## src/rtl/ib_mul_acc.sv

```systemverilog
// Sums a stream of unsigned multiplier products into a group total and presents it on a valid/ready handshake.
// Build option: define IB_MUL_ACC_SAT_EN to saturate the accumulator on carry-out instead of wrapping.
module ib_mul_acc #(
    parameter int unsigned PROD_W  = 16,
    parameter int unsigned ACC_W   = 24,
    parameter int unsigned N_TERMS = 16,
    parameter int unsigned CNT_W   = $clog2(N_TERMS + 1)
) (
    input  logic              i_clk,
    input  logic              i_rst,
    input  logic              i_valid,
    input  logic [PROD_W-1:0] i_c,
    input  logic              i_last,
    output logic              o_ready,
    output logic              o_valid,
    input  logic              i_ready,
    output logic [ACC_W-1:0]  o_sum,
    output logic [CNT_W-1:0]  o_count,
    output logic              o_ovf
);

    localparam int unsigned SUM_W = ACC_W + 1;

    typedef enum logic {
        ST_ACC,
        ST_HOLD
    } state_t;

    state_t state, state_nxt;

    logic [ACC_W-1:0] acc;
    logic [CNT_W-1:0] count;
    logic             ovf;

    logic [SUM_W-1:0] sum_ext;
    logic [ACC_W-1:0] acc_nxt;
    logic [CNT_W-1:0] count_nxt;
    logic             carry;
    logic             accept;
    logic             close;

    always_comb begin
        sum_ext   = {1'b0, acc} + SUM_W'(i_c);
        carry     = sum_ext[ACC_W];
`ifdef IB_MUL_ACC_SAT_EN
        // Once saturated, any further non-zero product carries again, so all-ones sticks.
        acc_nxt   = carry ? '1 : sum_ext[ACC_W-1:0];
`else
        acc_nxt   = sum_ext[ACC_W-1:0];
`endif
        count_nxt = count + CNT_W'(1);
        close     = i_last | (count_nxt == CNT_W'(N_TERMS));
        accept    = i_valid & o_ready;
    end

    always_ff @(posedge i_clk) begin
        if (i_rst) begin
            state <= ST_ACC;
        end else begin
            state <= state_nxt;
        end
    end

    always_comb begin
        state_nxt = state;
        case (state)
            ST_ACC:  if (accept && close) state_nxt = ST_HOLD;
            ST_HOLD: if (i_ready)         state_nxt = ST_ACC;
            default: state_nxt = ST_ACC;
        endcase
    end

    always_comb begin
        o_ready = (state == ST_ACC);
        o_valid = (state == ST_HOLD);
    end

    always_ff @(posedge i_clk) begin
        if (i_rst) begin
            acc     <= '0;
            count   <= '0;
            ovf     <= 1'b0;
            o_sum   <= '0;
            o_count <= '0;
            o_ovf   <= 1'b0;
        end else if (state == ST_ACC) begin
            if (accept) begin
                acc   <= acc_nxt;
                count <= count_nxt;
                ovf   <= ovf | carry;
                if (close) begin
                    o_sum   <= acc_nxt;
                    o_count <= count_nxt;
                    o_ovf   <= ovf | carry;
                end
            end
        end else if (i_ready) begin
            // Result registers keep the finished group; only the working state is cleared.
            acc   <= '0;
            count <= '0;
            ovf   <= 1'b0;
        end
    end

endmodule
```

## config.mk

```make
export PLATFORM = sky130hd
export DESIGN_NAME = ib_mul_acc
export DESIGN_NICKNAME = d
export VERILOG_FILES = /design/src/rtl/ib_mul_acc.sv
export SDC_FILE = /design/constraint.sdc
export NUM_CORES = 1
export LEC_CHECK = 0
export ABC_AREA = 1
export CORE_MARGIN = 1.5
export CORE_UTILIZATION = 55
export DETAILED_ROUTE_END_ITERATION = 16
export PLACE_DENSITY_LB_ADDON = 0.08
export RECOVER_POWER = 25
export SKIP_CTS_REPAIR_TIMING = 1
export SLEW_MARGIN = 20
export SYNTH_ARGS = -nofsm -noshare
export SYNTH_HDL_FRONTEND = slang
export SYNTH_SLANG_ARGS = --single-unit
```

## constraint.sdc

```tcl
create_clock -name i_clk -period 5.5 [get_ports i_clk]
set_clock_uncertainty 0.15 [all_clocks]
set_input_delay 0.55 -clock i_clk [delete_from_list [all_inputs] [get_ports i_clk]]
set_output_delay 0.55 -clock i_clk [all_outputs]
set_load 0.02 [all_outputs]
```

== Word level (Yosys, flattened, before mapping) ==
Index checks and enable logic that the tools add are counted.

* Register bits: 61
* Bits of input ports: 21
* Output and inout port bits: 32

* Add/sub/neg operators: 2
* Equal/unequal tests: 2
* Muxes and demuxes: 12
* Bitwise gates (word level): 4
* Reductions and logical operators: 4

{| class="wikitable"
|+ Operator list
! operator !! number
|-
| 24-bit 2-to-1 mux || 3
|-
| 24-bit by 16-bit adder with 25-bit output || 1
|-
| 5-bit 2-to-1 mux || 3
|-
| 5-bit by 1-bit adder with 5-bit output, second input constant || 1
|-
| 5-bit equality test, second input constant || 1
|-
| 1-bit 2-to-1 mux || 5
|-
| 3-bit AND reduction || 1
|-
| 2-bit != test, second input constant || 1
|-
| 1-bit OR || 2
|-
| 1-bit one-hot mux with 2 select lines || 1
|-
| 2-bit AND reduction || 1
|-
| 2-bit nonzero test || 1
|-
| 1-bit AND || 1
|-
| 1-bit logical AND || 1
|-
| 1-bit inverter || 1
|}

== Longest topological paths before layout ==
Gate-level depths: netlist of the first run.

* Word-level depth: 6
* Gate-level depth with buffers: 16

== Worst setup path after synthesis of the first run ==
No wires, ideal clock.

* Path type: input-to-reg
* Start: input i_c[0]
* End: register acc[16]
* Library setup time: 70 ps
* Arrival: 2,042 ps
* Setup slack: 3,238 ps
* Stages on the path: 13
* Path buffers: 0
* Cell sequence: ha_1 -> inv_1 -> fa_1 -> inv_1 -> nand3_1 -> nand2_1 -> nand2_1 -> nand2_1 -> nand2_1 -> nand2_1 -> xor2_1 -> nand2_1 -> a21oi_1

* Longest elaborated chain between the ends: 3

{| class="wikitable"
|+ Ends and longest elaborated chain
! what !! RTL line !! RTL
|-
| start, declared || 12 || <nowiki>input logic [PROD_W-1:0] i_c,</nowiki>
|-
| 24-bit by 16-bit adder with 25-bit output || 43 || <nowiki>sum_ext = {1'b0, acc} + SUM_W'(i_c);</nowiki>
|-
| 24-bit 2-to-1 mux || 87 || <nowiki>if (accept) begin</nowiki>
|-
| 24-bit 2-to-1 mux || 86 || <nowiki>end else if (state == ST_ACC) begin</nowiki>
|-
| end signal, assigned || 88 || <nowiki>acc <= acc_nxt;</nowiki>
|-
| end, declared || 31 || <nowiki>logic [ACC_W-1:0] acc;</nowiki>
|}

No other way between the ends. The select of a mux whose other input is x is not followed.
A chain may end at the register's enable or synchronous reset.

== Final worst setup path of the first run ==
* Start: input i_valid
* End: register o_sum[10]

* Longest elaborated chain between the ends: 2

{| class="wikitable"
|+ Ends and longest elaborated chain
! what !! RTL line !! RTL
|-
| start, declared || 11 || <nowiki>input logic i_valid,</nowiki>
|-
| 1-bit AND || 53 || <nowiki>accept = i_valid & o_ready;</nowiki>
|-
| 3-bit AND reduction (no source line) || n/a ||
|-
| end signal, assigned || 92 || <nowiki>o_sum <= acc_nxt;</nowiki>
|-
| end, declared || 17 || <nowiki>output logic [ACC_W-1:0] o_sum,</nowiki>
|}

No other way between the ends.

==> results of run 1 <==
path summary, 6_finish.rpt:
| path | startpoint | endpoint | slack, ps | cells after the start |
|---|---|---|---|---|
| worst max register to register | o_valid$_SDFF_PP0_ | o_sum[10]$_SDFFE_PP0P_ | 2760 | 8 |
| worst min register to register | o_sum[2]$_SDFFE_PP0P_ | o_sum[2]$_SDFFE_PP0P_ | 310 | 2 |
| worst min-delay path | o_sum[2]$_SDFFE_PP0P_ | o_sum[2]$_SDFFE_PP0P_ | 310 | 2 |
| worst max-delay path | i_valid | o_sum[10]$_SDFFE_PP0P_ | 2530 | 8 |
metal layers:
layer	GRT usage	share of wire	wire length [um]	vias up
met2	0.411	0.44	4000	101
met4	0.109	0.026	238	0
met5	0	0	0	-
met3	0.0356	0.041	376	20
met1	0.370	0.49	4500	1724
li1	-	-	-	1938
cells in the final DEF, fill, tap and decap left out:
| master | n |
|---|---|
| a21oi_1 | 54 |
| nand2_2 | 1 |
| nor2_1 | 36 |
| clkinvlp_4 | 1 |
| ha_1 | 18 |
| xor2_1 | 8 |
| o22ai_1 | 1 |
| nand3_1 | 36 |
| dfxtp_1 | 61 |
| o211ai_1 | 2 |
| o21a_1 | 4 |
| nor3_1 | 3 |
| o21ai_1 | 1 |
| bufinv_16 | 1 |
| clkinv_1 | 1 |
| fa_1 | 1 |
| clkinv_2 | 2 |
| o21ai_0 | 16 |
| inv_2 | 1 |
| dlygate4sd3_1 | 23 |
| nand2_1 | 207 |
| o21bai_1 | 3 |
| nand3_2 | 2 |
| or2_2 | 7 |
| xnor2_1 | 5 |
| clkbuf_8 | 11 |
| nand3b_1 | 3 |
| nand4_1 | 5 |
| or2_0 | 1 |
| nor2_2 | 1 |
| clkdlybuf4s50_1 | 29 |
| nand2_4 | 1 |
| buf_4 | 1 |
| and2_1 | 1 |
| or2_1 | 3 |
| inv_1 | 93 |
| xnor2_2 | 1 |
metrics by stage:
step | instance area, um2 | hold slack, ps
finish | 4490 | 310
global route | 4490 | 330
CTS | 4490 | 318
detailed placement | 4290 | 307
global placement | 4290 | 299
floorplan | 3770 | 294
power groups by stage:
stage	clock network, mW	logic [mW]	registers [mW]
6_report	0.408	0.330	0.492
3_3_place_gp	0	0.326	0.501
3_5_place_dp	0	0.328	0.503
2_1_floorplan	0	0.215	0.518
5_1_grt	0.432	0.371	0.496
4_1_cts	0.413	0.331	0.493
synth_stat cells (all sizes together):
| master | n |
|---|---|
| nand3b | 3 |
| o22ai | 1 |
| nand4 | 5 |
| buf | 7 |
| clkbuf | 8 |
| o211ai | 2 |
| nor2 | 37 |
| nand2 | 209 |
| o21a | 4 |
| dfxtp | 61 |
| or2 | 11 |
| a21oi | 54 |
| xor2 | 8 |
| fa | 1 |
| o21bai | 3 |
| clkinv | 1 |
| xnor2 | 6 |
| and2 | 1 |
| inv | 94 |
| nand3 | 38 |
| o21ai | 17 |
| ha | 18 |
| nor3 | 3 |
critical path: cells and delay by family:
family	cells	cell delay, ps
AOI/OAI and AO/OA	1	190
buffers and inverters	3	1360
and+or+nand+nor	4	930
flip-flops by register name, summed over array words and instances, names as in the netlist:
| signal | flops |
|---|---|
| acc | 24 |
| o_sum | 24 |
| count | 5 |
| o_count | 5 |
| o_ovf | 1 |
| o_valid | 1 |
| ovf | 1 |
cells by family (layout without fill, tap and decap cells):
group	after synthesis	count (layout)	share of synthesized area
AO/OA/AOI/OAI	81	81	0.114
XOR/XNOR	14	14	0.0346
adder cells (fa/ha/maj)	19	19	0.0651
buffers and inverters	110	163	0.122
flip-flops	61	61	0.324
AND/OR/NAND/NOR	307	307	0.340
final cells by class:
cell class,count,area share
Clock buffer,11,0.0338
Clock inverter,4,0.0106
Inverter,95,0.0795
Multi-Input combinational cell,421,0.465
Sequential cell,61,0.272
Tap cell,77,0.0215
Timing Repair Buffer,53,0.118
==> flow_summary.json, run 1 <==
{
  "arrival_ps": 3050,
  "cellLeakagePower_nw": 2.27,
  "drv_cap": 0,
  "seq_area_mm2": 0.00122,
  "num_rows": 29,
  "vdd_drop_max_v": 0.000179,
  "swShare": 0.325,
  "io_buffers": 52,
  "synthCells": 592,
  "period_needed_ps": 2970,
  "die_h_um": 85.8,
  "grt_pass1_vias": 3467,
  "area_growth_pct": 19.1,
  "ios": 53,
  "netlist.area_leader.share": 0.324,
  "dp.cells": 707,
  "cts_tree": "built",
  "drive_above_1_share": 0.0465,
  "fp.coreArea_mm2": 0.00649,
  "h-tree-depth": 3,
  "grt_use_total": 0.264,
  "cp_cell_sequence": "clkdlybuf4s50_1 -> nand2_1 -> inv_1 -> nand2_1 -> nand2_4 -> inv_2 -> a21oi_1 -> nor2_1",
  "die_w_um": 85.8,
  "run_status": "complete, no violations",
  "synthesis.nets": 632,
  "slew_headroom": 0.429,
  "viasPerCell": 5.24,
  "p_total_mw": 1.23,
  "fin_util": 0.691,
  "synth_cell_types": 34,
  "multi_input_area_mm2": 0.00208,
  "nets": 681,
  "grt_pass1_wl_um": 15600,
  "netlist_area_mm2": 0.00377,
  "max_freq_ghz": 0.336,
  "path_class": "in2reg",
  "grt_max_degree": 53,
  "numClockSinks": 61,
  "min_path_type": "reg2reg",
  "globalRouteOverflowTotal": 0,
  "critPathLaunchType": "input pin",
  "synth_warnings": 0,
  "antenna_found_initial": 0,
  "ys_seq_area_frac": 0.324,
  "ant_nets": 0,
  "drc_errors": 0,
  "p_sw_mw": 0.400,
  "clockPowerShare": 0.331,
  "hold_viol": 0,
  "wl_per_cell_um": 12.6,
  "critPathCaptureType": "flip-flop",
  "synth_top_area_cell": "dfxtp_1",
  "ys_seq_elements": 61,
  "cts.clk_slew.worst_paths_ps": 70,
  "max_stage_delay_ps": 710,
  "clockRootBuffer": "clkbuf_8",
  "cp_max_fo": 52,
  "combPwrFrac": 0.268,
  "p_per_area_mw_per_mm2": 274,
  "numCtsBuffers": 9,
  "cts_buffer_depth": 2,
  "fin_crit_sh": 0.541,
  "die_area_mm2": 0.00735,
  "stdcell_count": 722,
  "pre_cts_ws_ps": 2230,
  "synth.area.top_cells": "dfxtp_1 32%, nand2_1 21%, inv_1 9.3%",
  "setup_viol": 0,
  "intPower_mw": 0.829,
  "gp_congestion": 0.985,
  "slew_viol_final": 0,
  "dr_total_vias": 3783,
  "initial_core_util": 0.580,
  "fill_cells": 603,
  "cpMostUsedCell": "nand2_1",
  "wl_um": 9110,
  "synth.avg_cell_area_um2": 6.36,
  "place_hpwl_um": 6700,
  "worst_slew_pin_slew_ps": 855,
  "drt_iter0_markers": 220,
  "rsz0062_at_grt": "false",
  "first_pass_iters": 5,
  "n_antenna_cell": 0,
  "worstSkewPairLatency_ps": 340,
  "required_ps": 5580,
  "fin_ws_ps": 2530,
  "finalSetupTns_ps": 0,
  "p_seq_frac": 0.400,
  "cpMaxStageDelayCell": "inv_1"
}
(Power assumes the default switching activity.)
==> inputs of run 2 (changes only) <==
Clock period 5.5 ns to 2.9 ns, I/O delays scaled along.
==> flow_summary.json, run 2 (synthesized netlist as in run 1, its figures left out) <==
{
  "worst_slew_pin_slew_ps": 1230,
  "cellLeakagePower_nw": 2.26,
  "die_h_um": 85.8,
  "ios": 53,
  "critPathBufInv": 3,
  "cp_cell_sequence": "clkdlybuf4s50_1 -> ha_1 -> inv_1 -> fa_1 -> inv_1 -> nand3_1 -> nand2_1 -> nand2_1 -> nand2_1 -> nand2_1 -> nand2_1 -> xor2_1 -> nand2_1 -> a21oi_1",
  "p_per_area_mw_per_mm2": 522,
  "cpMostUsedCell": "nand2_1",
  "grt_pass1_wl_um": 15900,
  "die_w_um": 85.8,
  "cts.clk_slew.worst_paths_ps": 70,
  "finalSetupTns_ps": 0,
  "p_sw_mw": 0.776,
  "critPathCaptureType": "flip-flop",
  "wl_um": 9390,
  "rsz0062_at_grt": "false",
  "grt_max_degree": 39,
  "numClockSinks": 61,
  "ant_nets": 0,
  "clockRootBuffer": "clkbuf_8",
  "first_pass_iters": 5,
  "max_stage_delay_ps": 470,
  "worstSkewPairLatency_ps": 350,
  "io_buffers": 52,
  "globalRouteOverflowTotal": 0,
  "intPower_mw": 1.58,
  "h-tree-depth": 3,
  "cp_max_fo": 4,
  "nets": 685,
  "required_ps": 3020,
  "reg2reg_to": "acc[16]$_SDFFE_PP0P_",
  "area_growth_pct": 19.9,
  "antenna_found_initial": 0,
  "run_status": "complete, no violations",
  "p_total_mw": 2.36,
  "grt_use_total": 0.272,
  "setup_viol": 0,
  "period_needed_ps": 2510,
  "arrival_ps": 2630,
  "slew_headroom": 0.179,
  "reg2regPathDepth": 13,
  "wl_per_cell_um": 12.9,
  "rrSetupSlack_ps": 470,
  "fin_ws_ps": 390,
  "gp_congestion": 1.01,
  "cp.depth": 14,
  "vdd_drop_max_v": 0.000361,
  "worstSetupEndpoint": "acc[16]$_SDFFE_PP0P_",
  "drt_iter0_markers": 146,
  "die_area_mm2": 0.00735,
  "n_antenna_cell": 0,
  "place_hpwl_um": 6910,
  "mostFrequentLayoutCells": "207 x nand2_1, 93 x inv_1, 61 x dfxtp_1",
  "final_area_mm2": 0.00452,
  "hold_viol": 0,
  "cpMaxStageDelayCell": "clkdlybuf4s50_1",
  "num_rows": 29,
  "slew_viol_final": 0,
  "drc_errors": 0,
  "p_seq_frac": 0.395,
  "r2r-start": "acc[0]$_SDFFE_PP0P_",
  "clockPowerShare": 0.337,
  "fin_crit_sh": 0.866,
  "path_class": "in2reg",
  "path_delay_family": "simple AND/OR/NAND/NOR gates",
  "critPathLaunchType": "input pin",
  "fp.coreArea_mm2": 0.00649,
  "startpoint": "i_c[0]",
  "cts_buffer_depth": 2,
  "viasPerCell": 5.18,
  "drive_above_1_share": 0.0492,
  "max_freq_ghz": 0.398,
  "grt_pass1_vias": 3502,
  "layout_commonest_cell": "nand2_1",
  "swShare": 0.329,
  "initial_core_util": 0.580,
  "numCtsBuffers": 9,
  "combPwrFrac": 0.268,
  "dpl_cell_area_mm2": 0.00432,
  "top_regs": "acc x24, o_sum x24",
  "min_path_type": "reg2reg",
  "dr_total_vias": 3763,
  "pre_cts_ws_ps": 90.7,
  "drv_cap": 0,
  "cts_tree": "built"
}
[run 2: changes by cell type in the layout (fill, tap and decap cells not counted)]
cell / change
clkdlybuf4s50_1: +5
dlygate4sd3_1: -5
clkbuf_1: +3
buf_4: +1
clkinv_2: -1
clkinv_4: +1
clkinvlp_4: +1
[run 2: cell type report]
type,count,area (um2)
Timing Repair Buffer,57,547
Clock buffer,11,151
Tap cell,77,96.3
Multi-Input combinational cell,421,2080
Inverter,95,357
Fill cell,590,1980
Sequential cell,61,1220
Clock inverter,5,58.8
[run 2: per-stage QoR]
stage / util / instances / hold slack, ps
after CTS: 0.697 / 727 / 315
after floorplan: - / 592 / 294
after global routing: 0.695 / 727 / 333
after detailed placement: 0.665 / 711 / 304
after global placement: 0.665 / 711 / 298
final: 0.695 / 727 / 309
[run 2: how the worst min path moves through the flow]
| stage | endpoint | start | cells after the start | slack [ps] |
|---|---|---|---|---|
| 2_1_floorplan | acc[0]$_SDFFE_PP0P_ | acc[0]$_SDFFE_PP0P_ | 2 | 290 |
| 3_3_place_gp | o_count[3]$_SDFFE_PP0P_ | o_count[3]$_SDFFE_PP0P_ | 2 | 300 |
| 3_5_place_dp | o_count[3]$_SDFFE_PP0P_ | o_count[3]$_SDFFE_PP0P_ | 2 | 300 |
| 6_report | o_sum[6]$_SDFFE_PP0P_ | o_sum[6]$_SDFFE_PP0P_ | 1 | 310 |
| 5_1_grt | acc[15]$_SDFFE_PP0P_ | acc[15]$_SDFFE_PP0P_ | 2 | 330 |
| 4_1_cts | o_count[3]$_SDFFE_PP0P_ | o_count[3]$_SDFFE_PP0P_ | 2 | 320 |
[run 2: power by group through the flow]
stage	Clock, mW	Sequential (mW)	Combinational, mW
after floorplan	0	0.983	0.407
after global placement	0	0.949	0.624
after detailed placement	0	0.952	0.633
after CTS	0.808	0.933	0.637
after global routing	0.841	0.940	0.707
final	0.795	0.932	0.632
[run 2: layer usage]
layer  share of wire  GRT usage
met5               0          0
met4           0.014     0.0792
met3           0.047     0.0597
met2            0.47      0.455
met1            0.47      0.354
